## config.mk

```make
export PLATFORM = sky130hd
export DESIGN_NAME = multdiv_engine
export DESIGN_NICKNAME = d
export VERILOG_FILES = /design/src/rtl/multdiv_pkg.sv /design/src/rtl/multdiv_counter.sv /design/src/rtl/multdiv_engine.sv
export SDC_FILE = /design/constraint.sdc
export NUM_CORES = 1
export LEC_CHECK = 0
export ABC_AREA = 1
export CAP_MARGIN = 10
export CORE_MARGIN = 5
export CORE_UTILIZATION = 40
export DETAILED_ROUTE_END_ITERATION = 10
export HOLD_SLACK_MARGIN = 0.1
export SETUP_SLACK_MARGIN = 0.4
export SKIP_LAST_GASP = 1
export SLEW_MARGIN = 15
export SYNTH_ARGS = -nofsm -noshare
export SYNTH_HDL_FRONTEND = slang
export SYNTH_SLANG_ARGS = --single-unit
```

## constraint.sdc

```tcl
create_clock -name clock -period 4.9 [get_ports clock]
set_input_delay 0.98 -clock clock [delete_from_list [all_inputs] [get_ports clock]]
set_output_delay 0.98 -clock clock [all_outputs]
set_load 0.005 [all_outputs]
```

## src/rtl/multdiv_pkg.sv

```systemverilog
// Shared sizing constants, FSM state encoding and a small arithmetic helper
// for the iterative signed multiply/divide engine.
package multdiv_pkg;

    localparam int WIDTH      = 32;
    localparam int ITERATIONS = 32;
    localparam int COUNT_W    = 6;

    // Counter value during which the final iteration is performed.
    localparam logic [COUNT_W-1:0] LAST_COUNT = COUNT_W'(ITERATIONS - 1);

    typedef enum logic [1:0] {
        IDLE = 2'd0,
        MULT = 2'd1,
        DIV  = 2'd2,
        DONE = 2'd3
    } state_t;

    // Unsigned magnitude of a two's-complement value; 0x80000000 maps to
    // itself, which is the correct unsigned magnitude.
    function automatic logic [WIDTH-1:0] magnitude(input logic [WIDTH-1:0] value);
        return value[WIDTH-1] ? (-value) : value;
    endfunction

endpackage

```

## src/rtl/multdiv_counter.sv

```systemverilog
// Iteration counter for the multiply/divide engine: synchronous clear,
// count enable, and a flag marking the final iteration.
module multdiv_counter
    import multdiv_pkg::*;
(
    input  logic               clock,
    input  logic               reset,
    input  logic               clear,
    input  logic               enable,
    output logic [COUNT_W-1:0] count,
    output logic               terminal
);

    // Count register: clear has priority over enable, otherwise hold.
    always_ff @(posedge clock or negedge reset) begin
        if (!reset) begin
            count <= {COUNT_W{1'b0}};
        end else if (clear) begin
            count <= {COUNT_W{1'b0}};
        end else if (enable) begin
            count <= count + 6'd1;
        end else begin
            count <= count;
        end
    end

    assign terminal = (count == LAST_COUNT);

endmodule

```

## src/rtl/multdiv_engine.sv

```systemverilog
// Iterative signed multiply (radix-2 Booth) and divide (non-restoring on
// magnitudes with sign correction). One iteration per clock, 32 iterations,
// result and exception registered on entry to DONE.
module multdiv_engine
    import multdiv_pkg::*;
(
    input  logic             clock,
    input  logic             reset,
    input  logic             ctrl_MULT,
    input  logic             ctrl_DIV,
    input  logic [WIDTH-1:0] data_operandA,
    input  logic [WIDTH-1:0] data_operandB,
    output logic [WIDTH-1:0] data_result,
    output logic             data_exception,
    output logic             data_resultRDY,
    output logic             busy
);

    state_t state;
    state_t next_state;

    logic start_mult;
    logic start_div;
    logic start_any;
    logic running;
    logic finishing;

    logic [COUNT_W-1:0] count;
    logic               terminal;

    // Booth multiplier: {mul_hi, mul_lo, mul_qm1} is the shifting product.
    logic [WIDTH:0]   mul_hi;
    logic [WIDTH-1:0] mul_lo;
    logic [WIDTH-1:0] mul_m;
    logic             mul_qm1;
    logic [WIDTH:0]   booth_sum;
    logic [WIDTH:0]   mul_hi_nxt;
    logic [WIDTH-1:0] mul_lo_nxt;
    logic [WIDTH:0]   mul_upper;
    logic             mul_ovf;

    // Non-restoring divider: partial remainder is two bits wider than the
    // divisor so the shifted value plus/minus the divisor never wraps.
    logic [WIDTH+1:0] div_rem;
    logic [WIDTH+1:0] div_shift;
    logic [WIDTH+1:0] div_rem_nxt;
    logic [WIDTH-1:0] div_quo;
    logic [WIDTH-1:0] div_quo_nxt;
    logic [WIDTH-1:0] div_den;
    logic             div_neg;
    logic             div_zero;
    logic             div_ovf;

    logic [WIDTH-1:0] fin_result;
    logic             fin_exception;

    // A multiply request wins when both start pulses arrive together.
    assign start_mult = ctrl_MULT;
    assign start_div  = ctrl_DIV & ~ctrl_MULT;
    assign start_any  = start_mult | start_div;
    assign running    = (state == MULT) || (state == DIV);
    assign finishing  = running && terminal && !start_any;

    multdiv_counter u_counter (
        .clock    (clock),
        .reset    (reset),
        .clear    (start_any),
        .enable   (running && !start_any),
        .count    (count),
        .terminal (terminal)
    );

    // State register.
    always_ff @(posedge clock or negedge reset) begin
        if (!reset) begin
            state <= IDLE;
        end else begin
            state <= next_state;
        end
    end

    // Next-state logic: a start from any state restarts; a counter found
    // beyond the last iteration drops back to IDLE rather than running on.
    always_comb begin
        next_state = state;
        if (start_mult) begin
            next_state = MULT;
        end else if (start_div) begin
            next_state = DIV;
        end else begin
            case (state)
                IDLE: next_state = IDLE;
                MULT, DIV: begin
                    if (terminal) begin
                        next_state = DONE;
                    end else if (count > LAST_COUNT) begin
                        next_state = IDLE;
                    end else begin
                        next_state = state;
                    end
                end
                DONE:    next_state = IDLE;
                default: next_state = IDLE;
            endcase
        end
    end

    // One Booth step: add/subtract the multiplicand, then arithmetic shift.
    always_comb begin
        booth_sum = mul_hi;
        case ({mul_lo[0], mul_qm1})
            2'b01:   booth_sum = mul_hi + {mul_m[WIDTH-1], mul_m};
            2'b10:   booth_sum = mul_hi - {mul_m[WIDTH-1], mul_m};
            default: booth_sum = mul_hi;
        endcase
        mul_hi_nxt = {booth_sum[WIDTH], booth_sum[WIDTH:1]};
        mul_lo_nxt = {booth_sum[0], mul_lo[WIDTH-1:1]};
        // Bits 63..31 of the 64-bit product must all match to fit 32 bits.
        mul_upper  = {mul_hi_nxt[WIDTH-1:0], mul_lo_nxt[WIDTH-1]};
        mul_ovf    = !((&mul_upper) || (~|mul_upper));
    end

    // One non-restoring step: shift in next dividend bit, add or subtract
    // divisor depending on remainder sign, quotient bit is the new sign's inverse.
    always_comb begin
        div_shift = {div_rem[WIDTH:0], div_quo[WIDTH-1]};
        if (div_rem[WIDTH+1]) begin
            div_rem_nxt = div_shift + {2'b00, div_den};
        end else begin
            div_rem_nxt = div_shift - {2'b00, div_den};
        end
        div_quo_nxt = {div_quo[WIDTH-2:0], ~div_rem_nxt[WIDTH+1]};
    end

    // Final result selection applied on the last iteration.
    always_comb begin
        fin_result    = {WIDTH{1'b0}};
        fin_exception = 1'b0;
        if (state == MULT) begin
            fin_result    = mul_lo_nxt;
            fin_exception = mul_ovf;
        end else if (div_zero) begin
            fin_result    = {WIDTH{1'b0}};
            fin_exception = 1'b1;
        end else begin
            fin_result    = div_neg ? (-div_quo_nxt) : div_quo_nxt;
            fin_exception = div_ovf;
        end
    end

    // Datapath registers: load operands on a start, iterate while running.
    always_ff @(posedge clock or negedge reset) begin
        if (!reset) begin
            mul_hi   <= {(WIDTH+1){1'b0}};
            mul_lo   <= {WIDTH{1'b0}};
            mul_m    <= {WIDTH{1'b0}};
            mul_qm1  <= 1'b0;
            div_rem  <= {(WIDTH+2){1'b0}};
            div_quo  <= {WIDTH{1'b0}};
            div_den  <= {WIDTH{1'b0}};
            div_neg  <= 1'b0;
            div_zero <= 1'b0;
            div_ovf  <= 1'b0;
        end else if (start_any) begin
            mul_hi   <= {(WIDTH+1){1'b0}};
            mul_lo   <= data_operandB;
            mul_m    <= data_operandA;
            mul_qm1  <= 1'b0;
            div_rem  <= {(WIDTH+2){1'b0}};
            div_quo  <= magnitude(data_operandA);
            div_den  <= magnitude(data_operandB);
            div_neg  <= data_operandA[WIDTH-1] ^ data_operandB[WIDTH-1];
            div_zero <= (data_operandB == 32'h0000_0000);
            div_ovf  <= (data_operandA == 32'h8000_0000) && (data_operandB == 32'hFFFF_FFFF);
        end else if (running) begin
            mul_hi  <= mul_hi_nxt;
            mul_lo  <= mul_lo_nxt;
            mul_qm1 <= mul_lo[0];
            div_rem <= div_rem_nxt;
            div_quo <= div_quo_nxt;
        end else begin
            mul_hi  <= mul_hi;
            mul_lo  <= mul_lo;
            mul_qm1 <= mul_qm1;
            div_rem <= div_rem;
            div_quo <= div_quo;
        end
    end

    // Result registers change only when an operation completes.
    always_ff @(posedge clock or negedge reset) begin
        if (!reset) begin
            data_result    <= {WIDTH{1'b0}};
            data_exception <= 1'b0;
        end else if (finishing) begin
            data_result    <= fin_result;
            data_exception <= fin_exception;
        end else begin
            data_result    <= data_result;
            data_exception <= data_exception;
        end
    end

    // Both status outputs decode the state register directly.
    assign data_resultRDY = (state == DONE);
    assign busy           = (state != IDLE);

endmodule
```

==> results.json, run 1 <==
{
  "clockRootBuffer": "clkbuf_16",
  "clk_pin_slew_ns": 0.06,
  "grt_pass1_wl_um": 100000,
  "reg2reg_slack_ns": -0.18,
  "violations": "setup timing",
  "skew_ns": 0.0272,
  "die_h_um": 225,
  "ant_nets": 0,
  "die_w_um": 225,
  "yosys_warnings": 0,
  "synthArstFlopShare": 1.00,
  "max_slew_margin": 0.269,
  "power_mw": 7.56,
  "wl_um": 63800,
  "fin_crit_sh": 1.04,
  "grt_pass1_vias": 18100,
  "drive_gt1_frac": 0.104,
  "crit_type": "register to register",
  "n_fill_cell": 4641,
  "critPathMaxFanout": 4,
  "synth_area_um2": 18400,
  "startpoint_type": "register",
  "gp_congestion": 0.944,
  "drc_errors": 0,
  "synth_ff_type": "dfrtp_1",
  "finalSetupViolCount": 9,
  "pre_cts_slack_ns": -0.257,
  "dpl.hpwl_um": 48100,
  "layout.nets": 3009,
  "vias_per_cell": 5.46,
  "worstPathArrival_ns": 5.59,
  "antenna_found_initial": 0,
  "yosys-top-cells-area": "dfrtp_1 32%, nand2_1 14%, inv_1 7.8%, nor2_1 5.7%, o21ai_0 5.7%",
  "cp_common_cell": "nand2_4",
  "grt_start_max_net_pins": 92,
  "placed_area_um2": 20500,
  "fin_crit_ns": 5.08,
  "setup_ws_ns": -0.183,
  "grt_overflow": 0,
  "fp.dieArea_um2": 50400,
  "rows": 78,
  "status": "complete, but fails checks",
  "path_delay_family": "simple AND/OR/NAND/NOR gates",
  "io_pins": 103,
  "synth_edf_count": 0,
  "crit_buf_inv": 6,
  "worstMarginPinSlew_ns": 1.08,
  "r2r-start": "div_den[0]$_DFFE_PN0N_",
  "endpoint_kind": "register",
  "ys_ff_latch": 239,
  "grt.total_usage": 0.245,
  "synthTopCellsByCount": "666 x nand2_1, 384 x inv_1, 280 x nor2_1, 239 x dfrtp_1, 208 x o21ai_0",
  "port_buffers": 102,
  "max_stage_delay_ns": 0.39,
  "final_area_um2": 22100,
  "final-hold-violation-count": 0,
  "synth_nets": 2871,
  "syn_avg_cell_area_um2": 6.76,
  "p_leak_nw": 10.7,
  "routedWlPerCell_um": 18.3,
  "yosysTopAreaCell": "dfrtp_1",
  "reg2reg_to": "data_result[30]$_DFFE_PN0P_",
  "htree_levels": 1,
  "synth_most_common_cell": "nand2_1",
  "hold_class": "primary input to async pin",
  "vias": 19000,
  "cts_inserted_buffers": 30,
  "drt_first_iter_violations": 1553,
  "design.core.area_um2": 45500,
  "diodes": 0,
  "worst_ep_required_time_ns": 5.41,
  "dr.pass1.iters": 5,
  "clk_latency_ns": 0.59,
  "max_freq_ghz": 0.197,
  "area_growth_syn_to_layout_pct": 20.0,
  "p_per_area_nw_per_um2": 342,
  "cts_tree": "yes",
  "drv_cap": 0,
  "ir_worst_vdd_v": 0.000239,
  "synth_seq_area_share": 0.325,
  "cts_sinks": 239,
  "postSynthCellCount": 2725,
  "cp.depth": 36,
  "cpMaxStageDelayCell": "dfrtp_1",
  "final_max_slew_viol_count": 0,
  "initial_core_util": 0.405,
  "max-clock-path-buffers": 3,
  "rsz0062_at_grt": "yes",
  "ys_types": 66,
  "reg2reg_depth": 36,
  "yosysTopAreaCellShare": 0.325
}
==> sequential cells by signal, summed over array words and instances, names as in the netlist <==
register and flops:
div_quo 32, div_den 32, mul_qm1 1, data_exception 1
mul_m 32, div_neg 1, mul_lo 32, state 2
mul_hi 32, div_ovf 1, div_zero 1, data_result 32
u_counter.count 6, div_rem 34
==> worst reg2reg max path, delay by kind of cell, from the launching register on <==
family | cells | cell delay [ns]
buffers and inverters | 6 | 0.56
AND/OR/NAND/NOR | 18 | 2.22
adder cells (fa/ha/maj) | 3 | 0.64
AO/OA/AOI/OAI | 8 | 1.03
flip-flops | 1 | 0.39
XOR/XNOR | 1 | 0.16
==> power by group <==
| group | internal (mW) | total (mW) | switching (mW) |
|---|---|---|---|
| combinational | 0.970 | 2.73 | 1.76 |
| sequential | 2.17 | 2.36 | 0.198 |
| clock | 1.53 | 2.46 | 0.927 |
==> per-layer routing <==
metal  vias up  wire length [um]  GRT usage
li1       9303                 -          -
met1      8974             28700      0.346
met2       633             28700      0.389
met3       112              4100     0.0301
met4         0              2360     0.0856
met5         -                 0          0
==> cells in the final DEF, fill, tap and decap left out, types with 8 or more instances in the layout <==
master and count:
nand2_1 658, inv_1 376, nor2_1 261, dfrtp_1 239, o21ai_0 195, nand3_1 162, a21oi_1 128, clkdlybuf4s50_1 101
buf_4 85, ha_1 67, xor2_1 58, nor3_1 42, nand4_1 37, o22ai_1 36, clkbuf_16 31, o211ai_1 27
o21ai_1 26, a31oi_1 24, nor2_2 19, a21oi_2 18, nand2_2 16, nand3_2 15, nor4_1 15, or2_2 15
a2bb2oi_1 13, o31ai_1 12, inv_2 11, o221ai_1 11, nand2_4 10, xnor2_1 10, o21bai_1 10, nor2_4 9
a211oi_1 8, a21boi_1 8, a221o_1 8, clkbuf_8 8
==> layout make-up <==
type / instances / area (um2) / area share
Tap cell: 600 / 751 / 0.0340
Multi-Input combinational cell: 2010 / 11000 / 0.500
Clock buffer: 43 / 901 / 0.0408
Sequential cell: 239 / 5980 / 0.271
Timing Repair Buffer: 194 / 1770 / 0.0801
Clock inverter: 12 / 196 / 0.00889
Inverter: 388 / 1460 / 0.0659
==> per-stage QoR <==
step           std cells  hold slack (ns)  setup TNS (ns)  utilization
6_report            3486            0.440           -1.05        0.486
3_3_place_gp        3408            0.463          -0.624        0.450
3_5_place_dp        3408            0.471           -1.35        0.450
4_1_cts             3477            0.453          -0.507        0.478
5_1_grt             3486            0.492           -5.13        0.486
2_1_floorplan       2725            0.455               0            -
==> cells by family after synthesis <==
| kind of cell | synth area share |
|---|---|
| AOI/OAI and AO/OA | 0.184 |
| xor gates and xnor gates | 0.0333 |
| adders and majority gates | 0.0538 |
| buffers and inverters | 0.0982 |
| DFF | 0.325 |
| muxes | 0.00109 |
| and+or+nand+nor | 0.305 |
==> how the worst max path moves through the flow <==
stage | startpoint | endpoint | slack, ns
final | div_den[0]$_DFFE_PN0N_ | data_result[30]$_DFFE_PN0P_ | -0.18
after global routing | div_den[0]$_DFFE_PN0N_ | data_result[26]$_DFFE_PN0P_ | -0.56
after CTS | div_den[0]$_DFFE_PN0N_ | data_result[30]$_DFFE_PN0P_ | -0.11
after detailed placement | div_den[0]$_DFFE_PN0N_ | data_result[30]$_DFFE_PN0P_ | -0.26
after global placement | div_den[0]$_DFFE_PN0N_ | data_result[30]$_DFFE_PN0P_ | -0.18
after floorplan | div_den[0]$_DFFE_PN0N_ | data_result[30]$_DFFE_PN0P_ | 0.13
==> repair_timing <==
item | 4_1_cts | 5_1_grt
hold buffers | 0 | 0
pin swaps | 3 | 23
endpoints found under the setup margin | 14 | 33
buffers inserted | 14 | 9
gates resized for setup | 12 | 77
Power figures use the tool's default switching activity.
==> inputs of run 2 (changes only) <==
Settings changed: CELL_PAD_IN_SITES_DETAIL_PLACEMENT set to 0, CELL_PAD_IN_SITES_GLOBAL_PLACEMENT set to 1, GPL_TIMING_DRIVEN set to 0, PLACE_DENSITY_LB_ADDON set to 0.1.
==> results.json, run 2 (synthesized netlist as in run 1, its figures left out) <==
{
  "clk_pin_slew_ns": 0.06,
  "power_mw": 7.69,
  "grt_pass1_vias": 18800,
  "max_freq_ghz": 0.180,
  "port_buffers": 102,
  "layout.nets": 3071,
  "status": "complete, but fails checks",
  "final-hold-violation-count": 0,
  "post-place-cells": 3430,
  "path_delay_family": "simple AND/OR/NAND/NOR gates",
  "diodes": 0,
  "grt_start_max_net_pins": 69,
  "fp.dieArea_um2": 50400,
  "die_h_um": 225,
  "cp_common_cell": "buf_6",
  "grt.total_usage": 0.297,
  "vias_per_cell": 5.55,
  "endpoint_kind": "register",
  "p_per_area_nw_per_um2": 342,
  "ant_nets": 0,
  "ir_worst_vdd_v": 0.000305,
  "worst_ep_required_time_ns": 5.39,
  "max-clock-path-buffers": 3,
  "drc_errors": 0,
  "fin_setup_tns_ns": -7.27,
  "fin_crit_ns": 5.57,
  "violations": "setup timing",
  "finalSetupViolCount": 13,
  "reg2reg_slack_ns": -0.67,
  "final_cell_count_no_fill": 3545,
  "cpMaxStageDelayCell": "dfrtp_1",
  "clockRootBuffer": "clkbuf_16",
  "dr.pass1.iters": 6,
  "reg2reg_to": "data_result[2]$_DFFE_PN0P_",
  "hold_class": "primary input to async pin",
  "drv_cap": 0,
  "reg2reg_depth": 35,
  "setup_ws_ns": -0.671,
  "largest_register_ffs": 34,
  "die_w_um": 225,
  "grt_overflow": 0,
  "gp_congestion": 0.963,
  "cts_tree": "yes",
  "vias": 19700,
  "crit_type": "register to register",
  "startpoint_type": "register",
  "max_slew_margin": 0.232,
  "worstMarginPinSlew_ns": 1.15,
  "worstPathArrival_ns": 6.06,
  "cts_sinks": 239,
  "initial_core_util": 0.405,
  "critPathMaxFanout": 4,
  "final_area_um2": 22500,
  "max_stage_delay_ns": 0.39,
  "crit_buf_inv": 14,
  "antenna_found_initial": 0,
  "routedWlPerCell_um": 22.0,
  "holdWs_ns": 0.236,
  "r2r-start": "div_den[1]$_DFFE_PN0N_",
  "htree_levels": 1,
  "design.core.area_um2": 45500,
  "cts_inserted_buffers": 30,
  "clk_latency_ns": 0.62,
  "max_flop_register": "div_rem",
  "io_pins": 103,
  "drt_first_iter_violations": 1835,
  "skew_ns": 0.0569,
  "final_max_slew_viol_count": 0,
  "fin_crit_sh": 1.14,
  "p_leak_nw": 10.8,
  "rsz0062_at_grt": "yes",
  "grt_pass1_wl_um": 116000,
  "dpl.hpwl_um": 61600,
  "wl_um": 77800,
  "layout_commonest_cell": "nand2_1",
  "mostFrequentLayoutCells": "644 x nand2_1, 378 x inv_1, 259 x nor2_1, 238 x dfrtp_1, 186 x o21ai_0",
  "area_growth_syn_to_layout_pct": 22.2,
  "placed_area_um2": 20300,
  "rows": 78,
  "drive_gt1_frac": 0.112
}
-- run 2: cell types whose count changed in the layout (fill, tap and decap cells not counted), moves of 9 or more --
cell      delta
o21ai_0      -9
buf_4       -36
buf_6       +10
nand2_2     +13
buf_1       +11
buf_2       +10
clkbuf_1    +61
nand2_1     -14
-- run 2: worst max path at each step --
stage,startpoint,end,slack (ns),cells after the start
floorplan,div_den[0]$_DFFE_PN0N_,data_result[30]$_DFFE_PN0P_,0.13,34
global placement,reset,mul_hi[26]$_DFFE_PN0P_,-8.04,1
detailed placement,div_den[2]$_DFFE_PN0N_,data_result[26]$_DFFE_PN0P_,-1.14,33
CTS,div_den[1]$_DFFE_PN0N_,data_result[14]$_DFFE_PN0P_,-0.63,34
global route,div_den[1]$_DFFE_PN0N_,data_result[14]$_DFFE_PN0P_,-0.91,34
finish,div_den[1]$_DFFE_PN0N_,data_result[2]$_DFFE_PN0P_,-0.67,35
-- run 2: metrics by stage --
step	setup slack, ns	util
2_1_floorplan	0.133	-
3_3_place_gp	-8.04	0.445
3_5_place_dp	-1.14	0.447
4_1_cts	-0.633	0.481
5_1_grt	-0.908	0.495
6_report	-0.671	0.495
-- run 2: layer usage --
| metal | global-route usage | share of wire | up-vias |
|---|---|---|---|
| li1 | - | - | 9428 |
| met1 | 0.413 | 0.44 | 9399 |
| met2 | 0.478 | 0.45 | 724 |
| met3 | 0.0479 | 0.069 | 117 |
| met4 | 0.0907 | 0.033 | 0 |
| met5 | 0 | 0 | - |
-- run 2: cell type report --
class	count	area, um2
clock inverters	14	174
inverters	388	1460
fillers	4678	23000
repair buffers	168	1650
well taps	600	751
multi-input cells	2010	11300
clock buffers	38	831
plain buffers	88	369
flip-flops and latches	239	5980
-- run 2: worst reg2reg max path, delay by kind of cell (launching register included) --
kind	cells	cell delay (ns)
buffers and inverters	14	1.56
adders and majority gates	3	0.56
AOI/OAI and AO/OA	6	0.90
and+or+nand+nor	11	1.84
DFF	1	0.39
xor gates and xnor gates	1	0.18
-- run 2: timing repair --
action | 4_1_cts | 5_1_grt
pin swaps | 34 | 52
setup endpoints to repair | 35 | 41
hold buffers | 0 | 0
setup buffers | 39 | 24
gates resized for setup | 62 | 120
-- run 2: power breakdown --
part / switching [mW] / total (mW) / internal (mW)
combinational: 1.95 / 3.00 / 1.05
clock: 0.947 / 2.30 / 1.35
sequential: 0.226 / 2.39 / 2.17
total: 3.12 / 7.69 / 4.57
